**src/rtl/inp_conditioner.sv**
```systemverilog
`default_nettype none
// ============================================================================
//  Module      : inp_conditioner
//  Description : Debounces a raw, asynchronous, bouncing 2-bit switch code.
//                The code is first brought into the clk domain through a
//                sample stage. A two-state machine (STABLE / SETTLE) then
//                accepts a new code only after STABLE_CNT consecutive equal
//                samples. The debounced code drives a Moore machine's Inp
//                input directly.
//
//  Parameters  : STABLE_CNT - consecutive equal samples needed to accept a
//                             new code (2..255)
//                CNT_W      - settle counter width (STABLE_CNT-1 must fit)
//
//  Ports       : clk      in   single clock, rising edge
//                reset    in   asynchronous, active-high reset
//                sw_raw   in   [1:0] raw switch code
//                Inp      out  [1:0] debounced code (registered)
//                inp_chg  out  one-cycle strobe in the cycle Inp changes
//                busy     out  high while the machine is in SETTLE
//
//  Build macro : INP_CONDITIONER_SYNC2_EN
//                defined   -> two-flop synchronizer sample stage
//                            (raw-to-Inp latency STABLE_CNT+2 edges)
//                undefined -> single sample register
//                            (raw-to-Inp latency STABLE_CNT+1 edges)
//
//  Revision    : 1.0 - initial release
// ============================================================================
module inp_conditioner #(
    parameter int STABLE_CNT = 4,
    parameter int CNT_W      = 8
) (
    input  logic       clk,
    input  logic       reset,
    input  logic [1:0] sw_raw,
    output logic [1:0] Inp,
    output logic       inp_chg,
    output logic       busy
);

    localparam logic [CNT_W-1:0] c_CNT_LAST = CNT_W'(STABLE_CNT - 1);
    localparam logic [CNT_W-1:0] c_CNT_ONE  = CNT_W'(1);

    // ------------------------------------------------------------------
    // Sample stage: sw_raw is asynchronous, so it is never used directly.
    // ------------------------------------------------------------------
    logic [1:0] r_samp;

`ifdef INP_CONDITIONER_SYNC2_EN
    logic [1:0] r_sync1;

    always_ff @(posedge clk or posedge reset) begin
        if (reset) begin
            r_sync1 <= 2'b00;
            r_samp  <= 2'b00;
        end else begin
            r_sync1 <= sw_raw;
            r_samp  <= r_sync1;
        end
    end
`else
    always_ff @(posedge clk or posedge reset) begin
        if (reset) begin
            r_samp <= 2'b00;
        end else begin
            r_samp <= sw_raw;
        end
    end
`endif

    // ------------------------------------------------------------------
    // Debounce state machine
    // ------------------------------------------------------------------
    typedef enum logic [0:0] {
        ST_STABLE = 1'b0,
        ST_SETTLE = 1'b1
    } state_t;

    state_t           r_state;
    state_t           w_state_nxt;
    logic [1:0]       r_cand;
    logic [1:0]       w_cand_nxt;
    logic [1:0]       r_inp;
    logic [1:0]       w_inp_nxt;
    logic [CNT_W-1:0] r_cnt;
    logic [CNT_W-1:0] w_cnt_nxt;
    logic             r_chg;
    logic             w_chg_nxt;

    always_ff @(posedge clk or posedge reset) begin
        if (reset) begin
            r_state <= ST_STABLE;
            r_cand  <= 2'b00;
            r_inp   <= 2'b00;
            r_cnt   <= '0;
            r_chg   <= 1'b0;
        end else begin
            r_state <= w_state_nxt;
            r_cand  <= w_cand_nxt;
            r_inp   <= w_inp_nxt;
            r_cnt   <= w_cnt_nxt;
            r_chg   <= w_chg_nxt;
        end
    end

    always_comb begin
        w_state_nxt = r_state;
        w_cand_nxt  = r_cand;
        w_inp_nxt   = r_inp;
        w_cnt_nxt   = r_cnt;
        w_chg_nxt   = 1'b0;

        case (r_state)
            ST_STABLE: begin
                if (r_samp != r_inp) begin
                    // The first differing sample already counts as one.
                    w_cand_nxt  = r_samp;
                    w_cnt_nxt   = c_CNT_ONE;
                    w_state_nxt = ST_SETTLE;
                end else begin
                    w_cnt_nxt = '0;
                end
            end

            ST_SETTLE: begin
                // In SETTLE cand always differs from Inp, so the three
                // branches below are mutually exclusive.
                if (r_samp == r_cand) begin
                    if (r_cnt == c_CNT_LAST) begin
                        w_inp_nxt   = r_cand;
                        w_chg_nxt   = 1'b1;
                        w_cnt_nxt   = '0;
                        w_state_nxt = ST_STABLE;
                    end else begin
                        w_cnt_nxt = r_cnt + c_CNT_ONE;
                    end
                end else if (r_samp == r_inp) begin
                    // Bounced back to the accepted code: abandon quietly.
                    w_cnt_nxt   = '0;
                    w_state_nxt = ST_STABLE;
                end else begin
                    // A third code appeared: restart settling on it.
                    w_cand_nxt = r_samp;
                    w_cnt_nxt  = c_CNT_ONE;
                end
            end

            default: begin
                w_cnt_nxt   = '0;
                w_state_nxt = ST_STABLE;
            end
        endcase
    end

    assign Inp     = r_inp;
    assign inp_chg = r_chg;
    assign busy    = (r_state == ST_SETTLE);

endmodule
`default_nettype wire
```
**config.mk**
```make
export PLATFORM = sky130hd
export DESIGN_NAME = inp_conditioner
export DESIGN_NICKNAME = d
export VERILOG_FILES = /design/src/rtl/inp_conditioner.sv
export SDC_FILE = /design/constraint.sdc
export NUM_CORES = 1
export LEC_CHECK = 0
export CAP_MARGIN = 0
export CORE_MARGIN = 3
export CORE_UTILIZATION = 38
export DETAILED_ROUTE_END_ITERATION = 16
export DONT_BUFFER_PORTS = 1
export PLACE_DENSITY = 0.57
export SLEW_MARGIN = 20
export SYNTH_ARGS = -nofsm -noshare
export SYNTH_HDL_FRONTEND = slang
export SYNTH_SLANG_ARGS = --single-unit
export TNS_END_PERCENT = 50
```
**constraint.sdc**
```tcl
create_clock -name clk -period 3.25 [get_ports clk]
set_input_delay 0 -clock clk [delete_from_list [all_inputs] [get_ports clk]]
set_output_delay 0 -clock clk [all_outputs]
set_load 0.01 [all_outputs]
```
Word level (Yosys, flattened, before mapping)

Index checks and enable logic that the tools add are counted.
W data, S select, Z words.

Flip-flop bits (word level): 16
Bits of input ports: 4

$add $sub $neg: 1
Eq/ne operators: 7
Multiplexer cells: 17
Reductions and logical operators: 2
Bitwise gates (word level): 1

Operators by type and width:

| cell                  | number |
|---|---|
| $mux W8               | 2 |
| $pmux W8 S2           | 1 |
| $mux W1               | 9 |
| $add A8 B1 Y8 const B | 1 |
| $eq A8 B2 Y1 const B  | 1 |
| $mux W2               | 3 |
| $ne A2 B2 Y1 const B  | 3 |
| $reduce_and A3 Y1     | 2 |
| $eq A2 B2 Y1          | 2 |
| $pmux W2 S2           | 1 |
| $ne A2 B2 Y1          | 1 |
| $pmux W1 S2           | 1 |
| $not A1 Y1            | 1 |

Longest topological paths before layout

Gate-level depths: netlist of run 1.

Depth in word-level cells: 4
Gate-level depth with buffers: 4
Gate-level depth less buffers: 4

Least setup slack after synthesis of run 1

No wires, ideal clock.

Path type: reg2reg
Start: reg r_cnt[0]
End: reg r_state, in the netlist busy
Data required time: 3125 ps
Cell stages (with the launch flop): 5
Setup slack: 1622 ps
Data arrival time: 1503 ps
Buffers on the path: 0
Path through: dfrtp_1 > ha_1 > or3b_2 > or2_0 > mux2_2

Cells in the longest elaborated chain, start to end: 4

Ends and longest elaborated chain:

| what                   | line | source |
|---|---|---|
| start, declared        | 86   | `logic [CNT_W-1:0] r_cnt;` |
| start signal, assigned | 102  | `r_cnt <= w_cnt_nxt;` |
| $eq A8 B2 Y1           | 130  | `if (r_cnt == c_CNT_LAST) begin` |
| $mux W1                | 130  |  |
| $mux W1                | 129  | `if (r_samp == r_cand) begin` |
| $pmux W1 S2            | 114  | `case (r_state)` |
| net w_state_nxt        | 81   | `state_t w_state_nxt;` |
| end signal, assigned   | 99   | `r_state <= w_state_nxt;` |
| end, declared          | 80   | `state_t r_state;` |

The timed path passes the listed nets, and every way through them passes these cells.
A chain may end at the register's enable or synchronous reset.

Final worst setup path of run 1

Start: reg r_cnt[0]
End: reg r_cnt[2]

Cells in the longest elaborated chain, start to end: 4

Ends and longest elaborated chain:

| what                                          | line     | source |
|---|---|---|
| $add A8 B1 Y8 or $eq A8 B2 Y1 (tied branches) | 136, 130 |  |
| $mux W8 (*)                                   | 130      |  |
| $mux W8 (*)                                   | 129      |  |
| $pmux W8 S2 (*)                               | 114      |  |
| net w_cnt_nxt[2]                              | 87       | `logic [CNT_W-1:0] w_cnt_nxt;` |

Mark *: on every way through the listed nets, which the timed path passes. The rest lies on a longest branch.

==> results.json, run 1 <==
{
  "drt_first_pass_iters": 4,
  "cp.required_ns": 3.40,
  "finalSetupViolCount": 0,
  "cts_sinks": 16,
  "finalCritPeriodShare_pct": 56.15,
  "grt_usage_pct": 11.66,
  "worst_pin_slew_ns": 0.5964,
  "antenna_found_initial": 0,
  "crit_arrival_ns": 1.98,
  "place_congestion": 0.7576,
  "synth_area_leaders": "dfrtp_1 (54%), mux2_2 (6.0%), xnor2_1 (5.9%)",
  "syn_area_um2": 748.2,
  "drv_cap": 0,
  "clock-root-buffer": "clkbuf_4",
  "core_mm2": 0.001783,
  "antennaDiodeCount": 0,
  "max_freq_mhz": 548.0,
  "skew_ns": 0.007366,
  "hold_viol": 0,
  "htreeDepth": 1,
  "die-area_mm2": 0.002538,
  "clkLatencyLatePin_ns": 0.29,
  "port_buffers": 0,
  "synth_seq_cells": 16,
  "finalCriticalPeriod_ns": 1.825,
  "nFillCells": 167,
  "vias": 466,
  "rrSetupSlack_ns": 1.43,
  "place_area_um2": 779.5,
  "syn-instance-count": 62,
  "synth_nets": 67,
  "yosysSeqAreaShare_pct": 53.51,
  "fin_tns_setup_ns": 0,
  "synthDominantCellAreaShare_pct": 53.51,
  "yosysWarnings": 0,
  "fp-row-count": 15,
  "critPathLaunchType": "register",
  "mostFrequentLayoutCells": "dfrtp_1 (16), xnor2_1 (5), nand3_1 (5)",
  "drive_above_1_share_pct": 21.74,
  "die_w_um": 50.38,
  "ant_nets": 0,
  "ys_types": 21,
  "dpl.hpwl_um": 921.7,
  "synth_top_area_cell": "dfrtp_1",
  "drtIter0Drc": 5,
  "rsz0062_at_grt": "false",
  "reg2reg_to": "r_cnt[2]",
  "slew_viol_final": 0,
  "power_leakage_uw": 0.0003616,
  "critPathKind": "register to register",
  "timing.rr.start": "r_cnt[0]",
  "peakVddDrop_mv": 0.3459,
  "grt_pass1_wl_mm": 2.070,
  "route.detailed.drc": 0,
  "wl_mm": 1.261,
  "cts_made_buffers": 3,
  "syn_avg_cell_area_um2": 12.07,
  "status": "finished, final reports clean",
  "worstSetupStartpoint": "r_cnt[0]",
  "vias_per_cell": 4.957,
  "clk_path_buf_depth": 2,
  "start_util_pct": 41.96,
  "io_pins": 8,
  "final_common_cell": "dfrtp_1",
  "powerDensity_mw_per_mm2": 699.3,
  "critPathCaptureType": "register",
  "wl_per_cell_um": 13.41,
  "ff2ff_path_depth": 4,
  "die_h_um": 50.38,
  "fin_area_um2": 845.8,
  "cts_tree": "built",
  "relSlewSlack_pct": 60.19,
  "syn_to_final_growth_pct": 13.04,
  "grt_start_max_net_pins": 17,
  "hold_class": "primary input to asynchronous set/reset pin",
  "grt_pass1_vias": 429,
  "grt_overflow": 0,
  "nNetsFinal": 75,
  "clkSlewWorstSetupHoldPaths_ns": 0.10,
  "worstPathMaxFanout": 5
}
[worst max-delay path by stage]
stage | end
after global routing | r_cnt[2]
final | r_cnt[2]
after CTS | r_cnt[2]
after global placement | r_cnt[1]
after detailed placement | r_cnt[2]
after floorplan | busy
[layer usage]
metal / up-vias / global-route usage, % / share of wire, %
met4: 0 / 6.726 / 1.7
met5: - / 0 / 0
met1: 223 / 13.32 / 46
met3: 2 / 5.341 / 4.7
met2: 9 / 17.83 / 48
li1: 232 / - / -
[sequential cells by signal (all words and copies together) (netlist names)]
| signal | count |
|---|---|
| r_samp | 2 |
| busy | 1 |
| inp_chg | 1 |
| r_cnt | 8 |
| Inp | 2 |
| r_cand | 2 |
[power breakdown]
| part | internal (uW) | leakage [uW] | switching, uW |
|---|---|---|---|
| clock network | 68.2 | 0.0000210 | 61.7 |
| registers | 239 | 0.000204 | 50.4 |
| logic | 91.0 | 0.000136 | 81.8 |
| total | 398 | 0.000362 | 194 |
[final cells by class]
class                      count  area, um2  area share (%)
clock buffer                   4      36.28           4.290
tap                           25      31.28           3.698
timing repair buffer           3      30.03           3.550
sequential                    16      400.4           47.34
multi-input combinational     42      332.8           39.35
inverter                       4      15.01           1.775
[critical path: stages, from the launching register on]
cell       delay [ns]
dfrtp_1          0.42
ha_1             0.26
or3b_2           0.49
o2111ai_1        0.42
nor2_1           0.10
[cells in the mapped netlist (all sizes together)]
cell type	number
inv	4
nand2	2
o21ai	3
and4bb	1
o21ba	1
o2111ai	1
or3	3
nand4	1
mux2	6
xor2	2
or4	1
or3b	1
nand4b	1
xnor2	5
nor2	4
or2	1
dfrtp	16
ha	1
a21oi	3
nand3	5
[per-stage QoR]
step	utilization [%]	total power (uW)	hold slack, ns	setup WS (ns)	std cells
5_1_grt	47.44	627.6	0.2425	1.298	94
4_1_cts	47.44	599.6	0.2314	1.421	94
3_3_place_gp	43.72	460.8	-0.004323	1.536	87
6_report	47.44	591.5	0.2031	1.425	94
3_5_place_dp	43.72	464.7	0.005127	1.445	87
2_1_floorplan	-	428.9	-0.08626	1.622	62
[cells by family (layout without fill, tap and decap cells)]
group | Yosys count | in the layout | synth area share (%)
simple gates | 20 | 20 | 18.06
flops | 16 | 16 | 53.51
compound gates | 8 | 8 | 6.521
xor+xnor | 7 | 7 | 8.194
mux | 6 | 6 | 10.03
buf+inv | 4 | 11 | 2.006
fa+ha+maj | 1 | 1 | 1.672
[repair_timing]
action	4_1_cts	5_1_grt
hold buffers	3	0
buffers inserted	0	0
endpoints found under the hold margin	18	0
resized for setup	0	0
Note: power is estimated with default switching activity, not from simulation.
==> run 2: changes to the inputs <==
PLACE_DENSITY = 0.59   (was 0.57)
clock period = 1.54 ns   (was 3.25 ns; I/O delays follow)
==> run 2 against run 1 <==
Against the previous run:
- maximum frequency increased by 17%
- non-clock buffer count increased by 13
- final area increased by 13%
- register-to-register slack got worse by 1.4 ns
- sequential power increased by 110%
- critical endpoint is now Inp[0]
- critical path depth decreased by 1
- the flow now finishes with violations (negative setup slack)
- worst hold slack improved by 0.0045 ns
- critical path type unchanged
- core utilization increased by 6.3 points
- via count increased by 6.2%
- sequential cell count unchanged
- combinational power increased to 2.9 times the previous value
- clock power increased by 110%
==> results.json, run 2 (synthesis results as in run 1) <==
{
  "vias_per_cell": 4.626,
  "crit_arrival_ns": 1.73,
  "die-area_mm2": 0.002538,
  "drv_cap": 0,
  "fp-row-count": 15,
  "relSlewSlack_pct": 61.51,
  "post_cts_resized": 0,
  "grt_usage_pct": 12.25,
  "htreeDepth": 1,
  "syn_to_final_growth_pct": 28.09,
  "mostFrequentLayoutCells": "dfrtp_1 (16), buf_4 (13), xnor2_1 (5), nand3_1 (5)",
  "status": "finished with violations",
  "clkLatencyLatePin_ns": 0.28,
  "skew_ns": 0.002829,
  "violations": "negative setup slack",
  "place_congestion": 0.8159,
  "finalCritPeriodShare_pct": 101.2,
  "start_util_pct": 41.96,
  "largest-register": "r_cnt",
  "grt_pass1_wl_mm": 2.242,
  "instances_no_fill": 107,
  "critPathCaptureType": "register",
  "critPathKind": "register to register",
  "worst_pin_slew_ns": 0.5767,
  "finalSetupViolCount": 2,
  "rrSetupSlack_ns": -0.02,
  "powerDensity_mw_per_mm2": 1430,
  "ff2ff_path_depth": 3,
  "power_leakage_uw": 0.0004299,
  "nNetsFinal": 88,
  "ant_nets": 0,
  "slew_viol_final": 0,
  "largest_register_ffs": 8,
  "hold_class": "primary input to asynchronous set/reset pin",
  "worstPathMaxFanout": 4,
  "grt_pass1_vias": 526,
  "routedLengthMet1_um": 584,
  "wl_mm": 1.253,
  "fin_tns_setup_ns": -0.03480,
  "setup_slack_ns": -0.01773,
  "critPathLaunchType": "register",
  "dp.cells": 98,
  "wl_met2_um": 571,
  "top_layer_used": "met4",
  "cts_made_buffers": 3,
  "antenna_found_initial": 0,
  "drtIter0Drc": 4,
  "clock-root-buffer": "clkbuf_4",
  "dpl.hpwl_um": 946.7,
  "io_pins": 8,
  "route.detailed.drc": 0,
  "hold_viol": 0,
  "antennaDiodeCount": 0,
  "peakVddDrop_mv": 0.9004,
  "cp.required_ns": 1.72,
  "clk_path_buf_depth": 2,
  "fin_area_um2": 958.4,
  "grt_overflow": 0,
  "vias": 495,
  "die_h_um": 50.38,
  "cts_sinks": 16,
  "final_common_cell": "dfrtp_1",
  "core_mm2": 0.001783,
  "dr_wl_met3_um": 71,
  "drt_first_pass_iters": 4,
  "finalCriticalPeriod_ns": 1.558,
  "grt_start_max_net_pins": 17,
  "clkSlewWorstSetupHoldPaths_ns": 0.09,
  "place_area_um2": 877.1,
  "max_freq_mhz": 642.0,
  "wl_per_cell_um": 11.71,
  "die_w_um": 50.38,
  "cts_tree": "built",
  "port_buffers": 0,
  "rsz0062_at_grt": "true",
  "drive_above_1_share_pct": 35.37
}
## run 2: cell count changes in the layout (fill, tap and decap cells not counted), sizes merged
cell | previous run | this run
buf | 0 | 13
## run 2: final timing paths
path / to / from
max in group asynchronous: r_cand[0] / reset
min: busy / reset
min reg2reg: Inp[1] / r_cand[1]
max: Inp[0] / r_cnt[4]
min in group clk: r_samp[1] / sw_raw[1]
max reg2reg: Inp[0] / r_cnt[4]
## run 2: per-layer routing
| metal | vias up | global-route usage, % |
|---|---|---|
| met5 | - | 0 |
| met4 | 0 | 5.381 |
| met3 | 2 | 6.231 |
| met2 | 9 | 18.26 |
| met1 | 225 | 14.72 |
| li1 | 259 | - |
## run 2: final cells by class
class,count,area (um2)
multi-input cells,42,347.8
fillers,159,824.5
repair buffers,16,127.6
clock buffers,4,36.28
well taps,25,31.28
flip-flops and latches,16,400.4
inverters,4,15.01
## run 2: critical path, cell delays in order (launching register included)
cell      delay (ns)
dfrtp_1         0.39
or4_4           0.55
nand4b_4        0.21
mux2_4          0.31
## run 2: where the power goes
part | switching (uW) | internal (uW)
logic | 201 | 296
clock network | 124 | 144
registers | 102 | 504
## run 2: what timing repair did
action,CTS,global route
setup endpoints to repair,2,5
setup buffers,1,1
hold buffers,3,0
hold endpoints to repair,18,0
pin swaps,0,1
## run 2: per-stage QoR
step	util, %	total power, uW	setup slack [ns]	hold WS (ns)
2_1_floorplan	-	934.7	-0.007913	-0.08626
3_3_place_gp	49.19	1113	0.002683	-0.005392
3_5_place_dp	49.19	1114	-0.01729	-0.004427
4_1_cts	53.33	1395	-0.02303	0.2326
5_1_grt	53.75	1482	-0.06558	0.2471
6_report	53.75	1370	-0.01773	0.2076
